[config.mk]
export PLATFORM = sky130hd
export DESIGN_NAME = button_hold_conditioner
export DESIGN_NICKNAME = d
export VERILOG_FILES = /design/src/rtl/button_hold_conditioner_pkg.sv /design/src/rtl/button_hold_conditioner_channel.sv /design/src/rtl/button_hold_conditioner.sv
export SDC_FILE = /design/constraint.sdc
export NUM_CORES = 1
export LEC_CHECK = 0
export BUFFER_PORTS_ARGS = -buffer_cell sky130_fd_sc_hd__buf_2
export CAP_MARGIN = 10
export CORE_ASPECT_RATIO = 0.9
export CORE_UTILIZATION = 40
export DETAILED_ROUTE_END_ITERATION = 8
export PLACE_DENSITY_LB_ADDON = 0.05
export SETUP_SLACK_MARGIN = 0.05
export SLEW_MARGIN = 5
export SYNTH_ARGS = -nofsm -noshare
export SYNTH_HDL_FRONTEND = slang
export SYNTH_SLANG_ARGS = --single-unit
[constraint.sdc]
create_clock -name clk -period 2.67 [get_ports clk]
set_input_delay 0.534 -clock clk [delete_from_list [all_inputs] [get_ports clk]]
set_output_delay 0.534 -clock clk [all_outputs]
set_load 0.005 [all_outputs]
[src/rtl/button_hold_conditioner_pkg.sv]
// Shared definitions for the push-button conditioning front end.
//
// Contents:
//   btn_state_t  - per-channel FSM state encoding (3-bit)
//   ms_to_cyc()  - converts a millisecond duration to clock cycles
//   max3()       - largest of three counts, used to size the shared counters
//
// Optional feature macro used by the RTL that imports this package:
//   BTN_HOLD_REPEAT_EN - re-fire hold_pulse periodically while a button stays held
package button_hold_conditioner_pkg;

    typedef enum logic [2:0] {
        IDLE      = 3'd0,
        DEB_PRESS = 3'd1,
        PRESSED   = 3'd2,
        HELD      = 3'd3,
        DEB_REL   = 3'd4
    } btn_state_t;

    // Divide first so large clock rates do not overflow 32-bit arithmetic.
    function automatic int ms_to_cyc(input int hz, input int ms);
        return hz / 1000 * ms;
    endfunction

    function automatic int max3(input int a, input int b, input int c);
        int m;
        m = a;
        if (b > m) m = b;
        if (c > m) m = c;
        return m;
    endfunction

endpackage

[src/rtl/button_hold_conditioner_channel.sv]
// One button channel: 2-flop synchronizer, debounce FSM, hold timer.
//
// Ports:
//   clk           in   system clock
//   reset         in   asynchronous, active-low reset
//   pin_pressed   in   raw pin, already normalized to 1 = pressed, asynchronous to clk
//   btn_level     out  debounced pressed level
//   press_pulse   out  1-cycle pulse when a press is accepted
//   release_pulse out  1-cycle pulse when a release is accepted
//   hold_pulse    out  1-cycle pulse when the hold time elapses while pressed
//   hold_active   out  hold has fired and the button is not yet released
//
// Macro BTN_HOLD_REPEAT_EN: when defined, HELD re-fires hold_pulse every
// REP_CYC pressed cycles; when undefined, HELD simply waits for release.
module button_hold_conditioner_channel
    import button_hold_conditioner_pkg::*;
#(
    parameter int DEB_CYC  = 4,
    parameter int HOLD_CYC = 20,
    parameter int REP_CYC  = 8
) (
    input  logic clk,
    input  logic reset,
    input  logic pin_pressed,
    output logic btn_level,
    output logic press_pulse,
    output logic release_pulse,
    output logic hold_pulse,
    output logic hold_active
);

    localparam int CNT_MAX = max3(DEB_CYC, HOLD_CYC, REP_CYC);
    localparam int CNT_W   = (CNT_MAX > 2) ? $clog2(CNT_MAX) : 1;
    localparam logic [CNT_W-1:0] DEB_LAST  = CNT_W'(DEB_CYC - 1);
    localparam logic [CNT_W-1:0] HOLD_LAST = CNT_W'(HOLD_CYC - 1);
`ifdef BTN_HOLD_REPEAT_EN
    localparam logic [CNT_W-1:0] REP_LAST  = CNT_W'(REP_CYC - 1);
`endif

    logic sync_q1, sync_q2;
    btn_state_t state_q, state_d;
    logic [CNT_W-1:0] deb_cnt_q, deb_cnt_d;
    logic [CNT_W-1:0] hold_cnt_q, hold_cnt_d;
    logic hold_done_q, hold_done_d;
    logic press_d, release_d, hold_d, level_d, hold_active_d;

    // Synchronizer resets to "released" so a button held through reset
    // is seen as a fresh press once reset lets go.
    always_ff @(posedge clk or negedge reset) begin
        if (!reset) begin
            sync_q1 <= 1'b0;
            sync_q2 <= 1'b0;
        end else begin
            sync_q1 <= pin_pressed;
            sync_q2 <= sync_q1;
        end
    end

    // The debounce counter and the hold counter are kept separate so a
    // release glitch that is rejected in DEB_REL resumes the hold timing
    // from where it stopped instead of restarting it.
    always_comb begin
        state_d     = state_q;
        deb_cnt_d   = deb_cnt_q;
        hold_cnt_d  = hold_cnt_q;
        hold_done_d = hold_done_q;
        press_d     = 1'b0;
        release_d   = 1'b0;
        hold_d      = 1'b0;
        case (state_q)
            IDLE: begin
                if (sync_q2) begin
                    state_d   = DEB_PRESS;
                    deb_cnt_d = '0;
                end
            end
            DEB_PRESS: begin
                if (!sync_q2) begin
                    state_d = IDLE;
                end else if (deb_cnt_q == DEB_LAST) begin
                    state_d    = PRESSED;
                    press_d    = 1'b1;
                    hold_cnt_d = '0;
                end else begin
                    deb_cnt_d = deb_cnt_q + 1'b1;
                end
            end
            PRESSED: begin
                if (!sync_q2) begin
                    state_d   = DEB_REL;
                    deb_cnt_d = '0;
                end else if (hold_cnt_q == HOLD_LAST) begin
                    state_d     = HELD;
                    hold_d      = 1'b1;
                    hold_done_d = 1'b1;
                    hold_cnt_d  = '0;
                end else begin
                    hold_cnt_d = hold_cnt_q + 1'b1;
                end
            end
            HELD: begin
                if (!sync_q2) begin
                    state_d   = DEB_REL;
                    deb_cnt_d = '0;
                end
`ifdef BTN_HOLD_REPEAT_EN
                else if (hold_cnt_q == REP_LAST) begin
                    hold_d     = 1'b1;
                    hold_cnt_d = '0;
                end else begin
                    hold_cnt_d = hold_cnt_q + 1'b1;
                end
`endif
            end
            DEB_REL: begin
                if (sync_q2) begin
                    state_d = hold_done_q ? HELD : PRESSED;
                end else if (deb_cnt_q == DEB_LAST) begin
                    state_d     = IDLE;
                    release_d   = 1'b1;
                    hold_done_d = 1'b0;
                end else begin
                    deb_cnt_d = deb_cnt_q + 1'b1;
                end
            end
            default: begin
                state_d = IDLE;
            end
        endcase
        level_d       = (state_d == PRESSED) || (state_d == HELD) || (state_d == DEB_REL);
        hold_active_d = hold_done_d && level_d;
    end

    // State, counters and all outputs are registered together so every
    // output changes on the same edge as the state it describes.
    always_ff @(posedge clk or negedge reset) begin
        if (!reset) begin
            state_q       <= IDLE;
            deb_cnt_q     <= '0;
            hold_cnt_q    <= '0;
            hold_done_q   <= 1'b0;
            btn_level     <= 1'b0;
            press_pulse   <= 1'b0;
            release_pulse <= 1'b0;
            hold_pulse    <= 1'b0;
            hold_active   <= 1'b0;
        end else begin
            state_q       <= state_d;
            deb_cnt_q     <= deb_cnt_d;
            hold_cnt_q    <= hold_cnt_d;
            hold_done_q   <= hold_done_d;
            btn_level     <= level_d;
            press_pulse   <= press_d;
            release_pulse <= release_d;
            hold_pulse    <= hold_d;
            hold_active   <= hold_active_d;
        end
    end

endmodule

[src/rtl/button_hold_conditioner.sv]
// Push-button front end: NUM_BTN independent conditioned channels.
//
// Ports:
//   clk           in   system clock
//   reset         in   asynchronous, active-low reset
//   btn_in        in   [NUM_BTN] raw button pins, asynchronous to clk
//   btn_level     out  [NUM_BTN] debounced pressed level (1 = pressed)
//   press_pulse   out  [NUM_BTN] 1-cycle pulse on accepted press
//   release_pulse out  [NUM_BTN] 1-cycle pulse on accepted release
//   hold_pulse    out  [NUM_BTN] 1-cycle pulse when HOLD_MS of press time elapses
//   hold_active   out  [NUM_BTN] hold fired and button not yet released
//
// Macro BTN_HOLD_REPEAT_EN: enables periodic re-firing of hold_pulse every
// REPEAT_MS while held; undefined by default.
module button_hold_conditioner
    import button_hold_conditioner_pkg::*;
#(
    parameter int CLK_HZ      = 50_000_000,
    parameter int NUM_BTN     = 4,
    parameter int DEBOUNCE_MS = 20,
    parameter int HOLD_MS     = 5000,
    parameter int REPEAT_MS   = 1000,
    parameter int BTN_ACT_LOW = 1
) (
    input  logic               clk,
    input  logic               reset,
    input  logic [NUM_BTN-1:0] btn_in,
    output logic [NUM_BTN-1:0] btn_level,
    output logic [NUM_BTN-1:0] press_pulse,
    output logic [NUM_BTN-1:0] release_pulse,
    output logic [NUM_BTN-1:0] hold_pulse,
    output logic [NUM_BTN-1:0] hold_active
);

    localparam int DEB_CYC  = ms_to_cyc(CLK_HZ, DEBOUNCE_MS);
    localparam int HOLD_CYC = ms_to_cyc(CLK_HZ, HOLD_MS);
    localparam int REP_CYC  = ms_to_cyc(CLK_HZ, REPEAT_MS);

    logic [NUM_BTN-1:0] pin_norm;

    // Normalize polarity before synchronizing so every channel sees 1 = pressed.
    assign pin_norm = (BTN_ACT_LOW != 0) ? ~btn_in : btn_in;

    for (genvar i = 0; i < NUM_BTN; i++) begin : g_ch
        button_hold_conditioner_channel #(
            .DEB_CYC  (DEB_CYC),
            .HOLD_CYC (HOLD_CYC),
            .REP_CYC  (REP_CYC)
        ) u_ch (
            .clk           (clk),
            .reset         (reset),
            .pin_pressed   (pin_norm[i]),
            .btn_level     (btn_level[i]),
            .press_pulse   (press_pulse[i]),
            .release_pulse (release_pulse[i]),
            .hold_pulse    (hold_pulse[i]),
            .hold_active   (hold_active[i])
        );
    end

endmodule

# == After elaboration in Yosys (flattened, before gate mapping) ==
# Index checks and enable logic that the tools add are counted.
# totals
reg_bits,268
inputBits,6
word_cells,285
# op_classes
add_sub_neg,8
n_eq_ne,60
muxes,136
bitwise_logic,1
reduce_logical,36
# op_table
operator,n
two-way mux 28 bit,36
case mux 28 bit (4 select lines),4
adder 28 x 1 -> 28 bit (second input constant),8
case mux 28 bit (2 select lines),4
== test 28 x 20 -> 1 bit (second input constant),4
== test 28 bit (second input constant),4
two-way mux 3 bit,32
case mux 3 bit (5 select lines),4
two-way mux 1 bit,52
== test 3 x 2 -> 1 bit (second input constant),16
inequality test 2 x 1 -> 1 bit (second input constant),16
== test 3 bit (second input constant),8
AND reduction 5 bit,4
inequality test 2 bit (second input constant),8
AND reduction 4 bit,4
nonzero test 4 bit,4
== test 3 x 1 -> 1 bit (second input constant),4
zero test 3 bit,4
logical OR 1 bit,8
case mux 1 bit (2 select lines),4
nonzero test 2 bit,4
OR reduction 2 bit,4
logical AND 1 bit,4
inverter 4 bit,1

# == Logic depth before layout (Yosys ltp) ==
# depth
ltp_word,8
depth_mapped,9
depth_no_buf,6

# == Cells and area by module ==
# A second synthesis with hierarchy kept.
# hier_totals
hier_cells,1662
area_unflattened_um2,15259.6
# modules_own_cells
mod,n_inst,cells_each,area_each_um2
button_hold_conditioner_channel (g_ch[0].u_ch ...),3,408,3756.1
button_hold_conditioner_channel (g_ch[3].u_ch),1,434,3976.3
button_hold_conditioner,1,4,15.0

# == Least setup slack after synthesis ==
# No wires, ideal clock.
# synth_path
path_type,register to register
start,register g_ch[2].u_ch.hold_cnt_q[0]
end,register g_ch[2].u_ch.hold_cnt_q[24]
t_arrival_ps,2289
required_ps,2590
setup_slack_ps,301
stages_incl_launch_ff,8
path_cell_list,dfrtp_1 ha_1 nand3_2 or4_4 or3_4 buf_6 or4_1 a21oi_1
# synth_between
elab_chain_cells,4
# synth_lines
item,line,text
start: declaration,button_hold_conditioner_channel.sv:43,"logic [CNT_W-1:0] hold_cnt_q, hold_cnt_d;"
start signal: assignment,button_hold_conditioner_channel.sv:150,hold_cnt_q <= hold_cnt_d;
adder 28 x 1 -> 28 bit / == test 28 bit (equally long branches),"button_hold_conditioner_channel.sv:98, button_hold_conditioner_channel.sv:92",
two-way mux 28 bit (*),button_hold_conditioner_channel.sv:92,end else if (hold_cnt_q == HOLD_LAST) begin
two-way mux 28 bit (*),button_hold_conditioner_channel.sv:89,if (!sync_q2) begin
case mux 28 bit (2 select lines) (*),button_hold_conditioner_channel.sv:70,case (state_q)
# Mark *: on every way between the ends. The rest lies on a longest branch, timed or not. The select of a mux whose other input is x is not followed.
# A chain may end at the register's enable or synchronous reset.

# == Worst setup path in the final report ==
# layout_path
start,register g_ch[3].u_ch.deb_cnt_q[1]
end,register g_ch[3].u_ch.deb_cnt_q[26]
# layout_between
elab_chain_cells,4
# layout_lines
item,line,text
start: declaration,button_hold_conditioner_channel.sv:42,"logic [CNT_W-1:0] deb_cnt_q, deb_cnt_d;"
start signal: assignment,button_hold_conditioner_channel.sv:149,deb_cnt_q <= deb_cnt_d;
adder 28 x 1 -> 28 bit / == test 28 x 20 -> 1 bit (equally long branches),-,
two-way mux 28 bit (*),"button_hold_conditioner_channel.sv:80, button_hold_conditioner_channel.sv:118",
"two-way mux 28 bit, on equally long branches","button_hold_conditioner_channel.sv:116, button_hold_conditioner_channel.sv:78",
case mux 28 bit (4 select lines) (*),button_hold_conditioner_channel.sv:70,
# Marks and branches as above.

==> impl_results.md <==
* Layout Nets at 1830
* CP most frequent cell: or4_1
* Die Ht at 190.7 um
* Slew Limit Headroom at 0.4990
* Avg Cell Area, Syn at 8.914 um^2
* Vias in the first global route at 13320
* Final core utilization at 0.4663
* I/O Buffers at 25
* Layout Cells excl Fill at 2367
* Placed insts at 2304
* Synth area leaders: dfrtp_1 42%, nand2_1 3.7%, nand3_1 3.6%
* Post-synthesis instance area at 15830 um^2
* Area grow syn2layout at 14.01%
* Drt pass-1 iters at 5
* Clk buf depth at 3
* Clk sinks at 268
* Clk root buf: clkbuf_16
* CP Capture Type: flip-flop
* Max VDD drop at 493.0 uV
* H-tree levels at 2
* Cts bufs inserted at 34
* Min Hold Slack at 130.8 ps
* Synthesized flop and latch total at 268
* Clk network pwr share at 0.505
* Comb power frac at 0.041
* Worst-margin pin slew at 751.5 ps
* DIE WIDTH at 211.7 um
* Layout cell share with drive strength beyond 1 at 0.1162
* Final hold viol count at 0
* # diodes at 0
* Req. time, crit path at 3120 ps
* Final HPWL DP at 27.20 mm
* Asr flop ratio synth at 1.000
* Number of core rows at 68
* Worst-skew pair later-pin latency at 540 ps
* Int Pwr at 7.023 mW
* Syn nets at 1790
* Die ar. at 40380 um^2
* Sw Ratio at 0.2352
* DR vias at 14130
* Gr usage total at 0.2060
* Critical Setup Path Class: flip-flop to flip-flop
* Clock Skew at 10.26 ps
* Largest area contributor in the netlist: dfrtp_1
* CP Cell Sequence: ha_1, nand2_1, or3_1, or4_1, or4_1, a21oi_1
* Cell types with the highest counts after synthesis: 268 x dfrtp_1, 158 x nand2_1, 113 x nand3_1
* Synth warn at 0
* WL per Instance at 17.16 um
* DR vias/cell at 5.970
* Minimum clock period at 2465 ps
* Post-route DRC at 0
* RSZ-0062 raised after global routing: no
* First-pass GRT wire length at 69.01 mm
* Fin area at 18050 um^2
* Period utilisation layout at 0.9233
* Main flop type after synthesis: dfrtp_1
* Detail Route Antenna Nets at 0
* Most common cell in the netlist: dfrtp_1
* Post-CTS Setup Bufs at 0
* Maximum operating frequency at 405.6 MHz
* Top Ports at 26
* Crit-path max cell delay at 630 ps
* RePlAce Congestion at 0.8108
* Max capacitance violation total at 0
* DRT iter0 DRCs at 988
* CP max FO at 10
* NetSw at 2.160 mW
* Register clock-pin slew on the reported worst setup and hold paths at 60 ps
* Initial antenna violation count at 0
* Core Region at 38710 um^2
* Leakage at 7.098 nW
* Outcome: completed
* Total wire length at 40.62 mm
* CTS tree: built
* Slowest cell on the critical path: or4_1
* Dpl cell area at 16900 um^2
* Post-synth EDFFs at 0
* Worst min path class: input port to flip-flop
* Sequential area share after synthesis at 0.4236
* Distinct cells, synth at 78
* Post-synth top area share at 0.4236
* Type of origin of the critical path: flip-flop
* Total gr overflow at 0
* PD cells at 508.8 nW/um^2
* CP arrival at 2920 ps
* Part of the power in registers at 0.455
* Setup violators final at 0
* Pin count of the biggest net entering global routing at 67
* Initial Utilization at 0.4090
* Syn Inst Count at 1776
* Slew Limit Fails at 0
* Setup total negative slack at 0 ps
==> layout by cell type, fill, tap and decap left out, types with 13 or more instances in the layout <==
| cell | instances |
|---|---|
| a31oi_1 | 60 |
| buf_4 | 87 |
| nand2b_1 | 41 |
| buf_2 | 24 |
| nor3_1 | 31 |
| or3_1 | 36 |
| and4_1 | 29 |
| nand3_1 | 113 |
| o21a_1 | 13 |
| a21oi_1 | 110 |
| nor4_1 | 60 |
| mux2i_1 | 46 |
| inv_1 | 50 |
| o21ai_0 | 77 |
| a211oi_1 | 16 |
| and3_1 | 30 |
| nand4_1 | 71 |
| nand2_1 | 158 |
| clkbuf_16 | 37 |
| dfrtp_1 | 268 |
| nor2_1 | 77 |
| and2_1 | 18 |
| or4_1 | 70 |
| o31ai_1 | 62 |
==> power groups by stage <==
stage	Sequential, mW	Clock, mW	Combinational (mW)
2_1_floorplan	4.23	0	0.206
3_3_place_gp	4.25	0	0.376
3_5_place_dp	4.25	0	0.380
4_1_cts	4.17	4.82	0.383
5_1_grt	4.18	4.96	0.429
6_report	4.18	4.63	0.372
==> layout make-up <==
type	count	area [um^2]
multi-input cells	1342	8438
flip-flops and latches	268	6706
fillers	3741	20660
repair buffers	120	938.4
well taps	525	656.9
clock inverters	11	83.83
clock buffers	51	1039
inverters	50	187.7
==> routing by layer <==
| layer | global-route usage | share of wire |
|---|---|---|
| met5 | 0 | 0 |
| met4 | 0.05156 | 0.017 |
| met3 | 0.03590 | 0.038 |
| met2 | 0.3153 | 0.45 |
| met1 | 0.2993 | 0.50 |
==> flip-flops by register name, indices dropped and copies added, names as in the netlist <==
name,cells
g_ch.u_ch.hold_cnt_q,112
g_ch.u_ch.sync_q2,4
g_ch.u_ch.hold_pulse,4
g_ch.u_ch.hold_done_q,4
g_ch.u_ch.btn_level,4
g_ch.u_ch.deb_cnt_q,112
g_ch.u_ch.hold_active,4
g_ch.u_ch.release_pulse,4
g_ch.u_ch.press_pulse,4
g_ch.u_ch.sync_q1,4
g_ch.u_ch.state_q,12
==> worst max-delay path: cells and delay by family, from the launching register on <==
| kind | cells | cell delay [ps] |
|---|---|---|
| DFF | 1 | 410 |
| adders and majority gates | 1 | 200 |
| AOI/OAI and AO/OA | 1 | 160 |
| and+or+nand+nor | 4 | 1610 |
==> final timing paths <==
kind,slack [ps],depth (start not counted),startpoint,end
max,200,6,g_ch[3].u_ch.deb_cnt_q[1],g_ch[3].u_ch.deb_cnt_q[26]
min,130,2,btn_in[1],g_ch[1].u_ch.sync_q1
max reg2reg,200,6,g_ch[3].u_ch.deb_cnt_q[1],g_ch[3].u_ch.deb_cnt_q[26]
min reg2reg,350,0,g_ch[1].u_ch.sync_q1,g_ch[1].u_ch.sync_q2
max in group asynchronous,1400,3,reset,g_ch[1].u_ch.hold_cnt_q[10]
min in group asynchronous,530,2,reset,g_ch[2].u_ch.hold_cnt_q[11]
==> cell families (layout without fill, tap and decap cells) <==
| group | count (synthesis) | after routing | synth area share |
|---|---|---|---|
| flops | 268 | 268 | 0.4236 |
| simple gates | 822 | 822 | 0.3017 |
| fa+ha+maj | 8 | 8 | 0.006323 |
| compound gates | 456 | 456 | 0.1874 |
| xor+xnor | 9 | 9 | 0.004979 |
| mux | 47 | 47 | 0.02980 |
| buf+inv | 166 | 232 | 0.04616 |
==> stage by stage <==
step | power, mW | worst slack (ps)
finish | 9.183 | 204.7
global route | 9.570 | 61.50
floorplan | 4.433 | 301.3
CTS | 9.375 | 164.5
global placement | 4.621 | 244.6
detailed placement | 4.628 | 190.6
==> timing repair <==
action,4_1_cts,5_1_grt
hold endpoints to repair,49,0
hold buffers,1,0
endpoints found under the setup margin,0,6
gates resized for setup,0,3
Note: power is estimated with default switching activity, not from simulation.
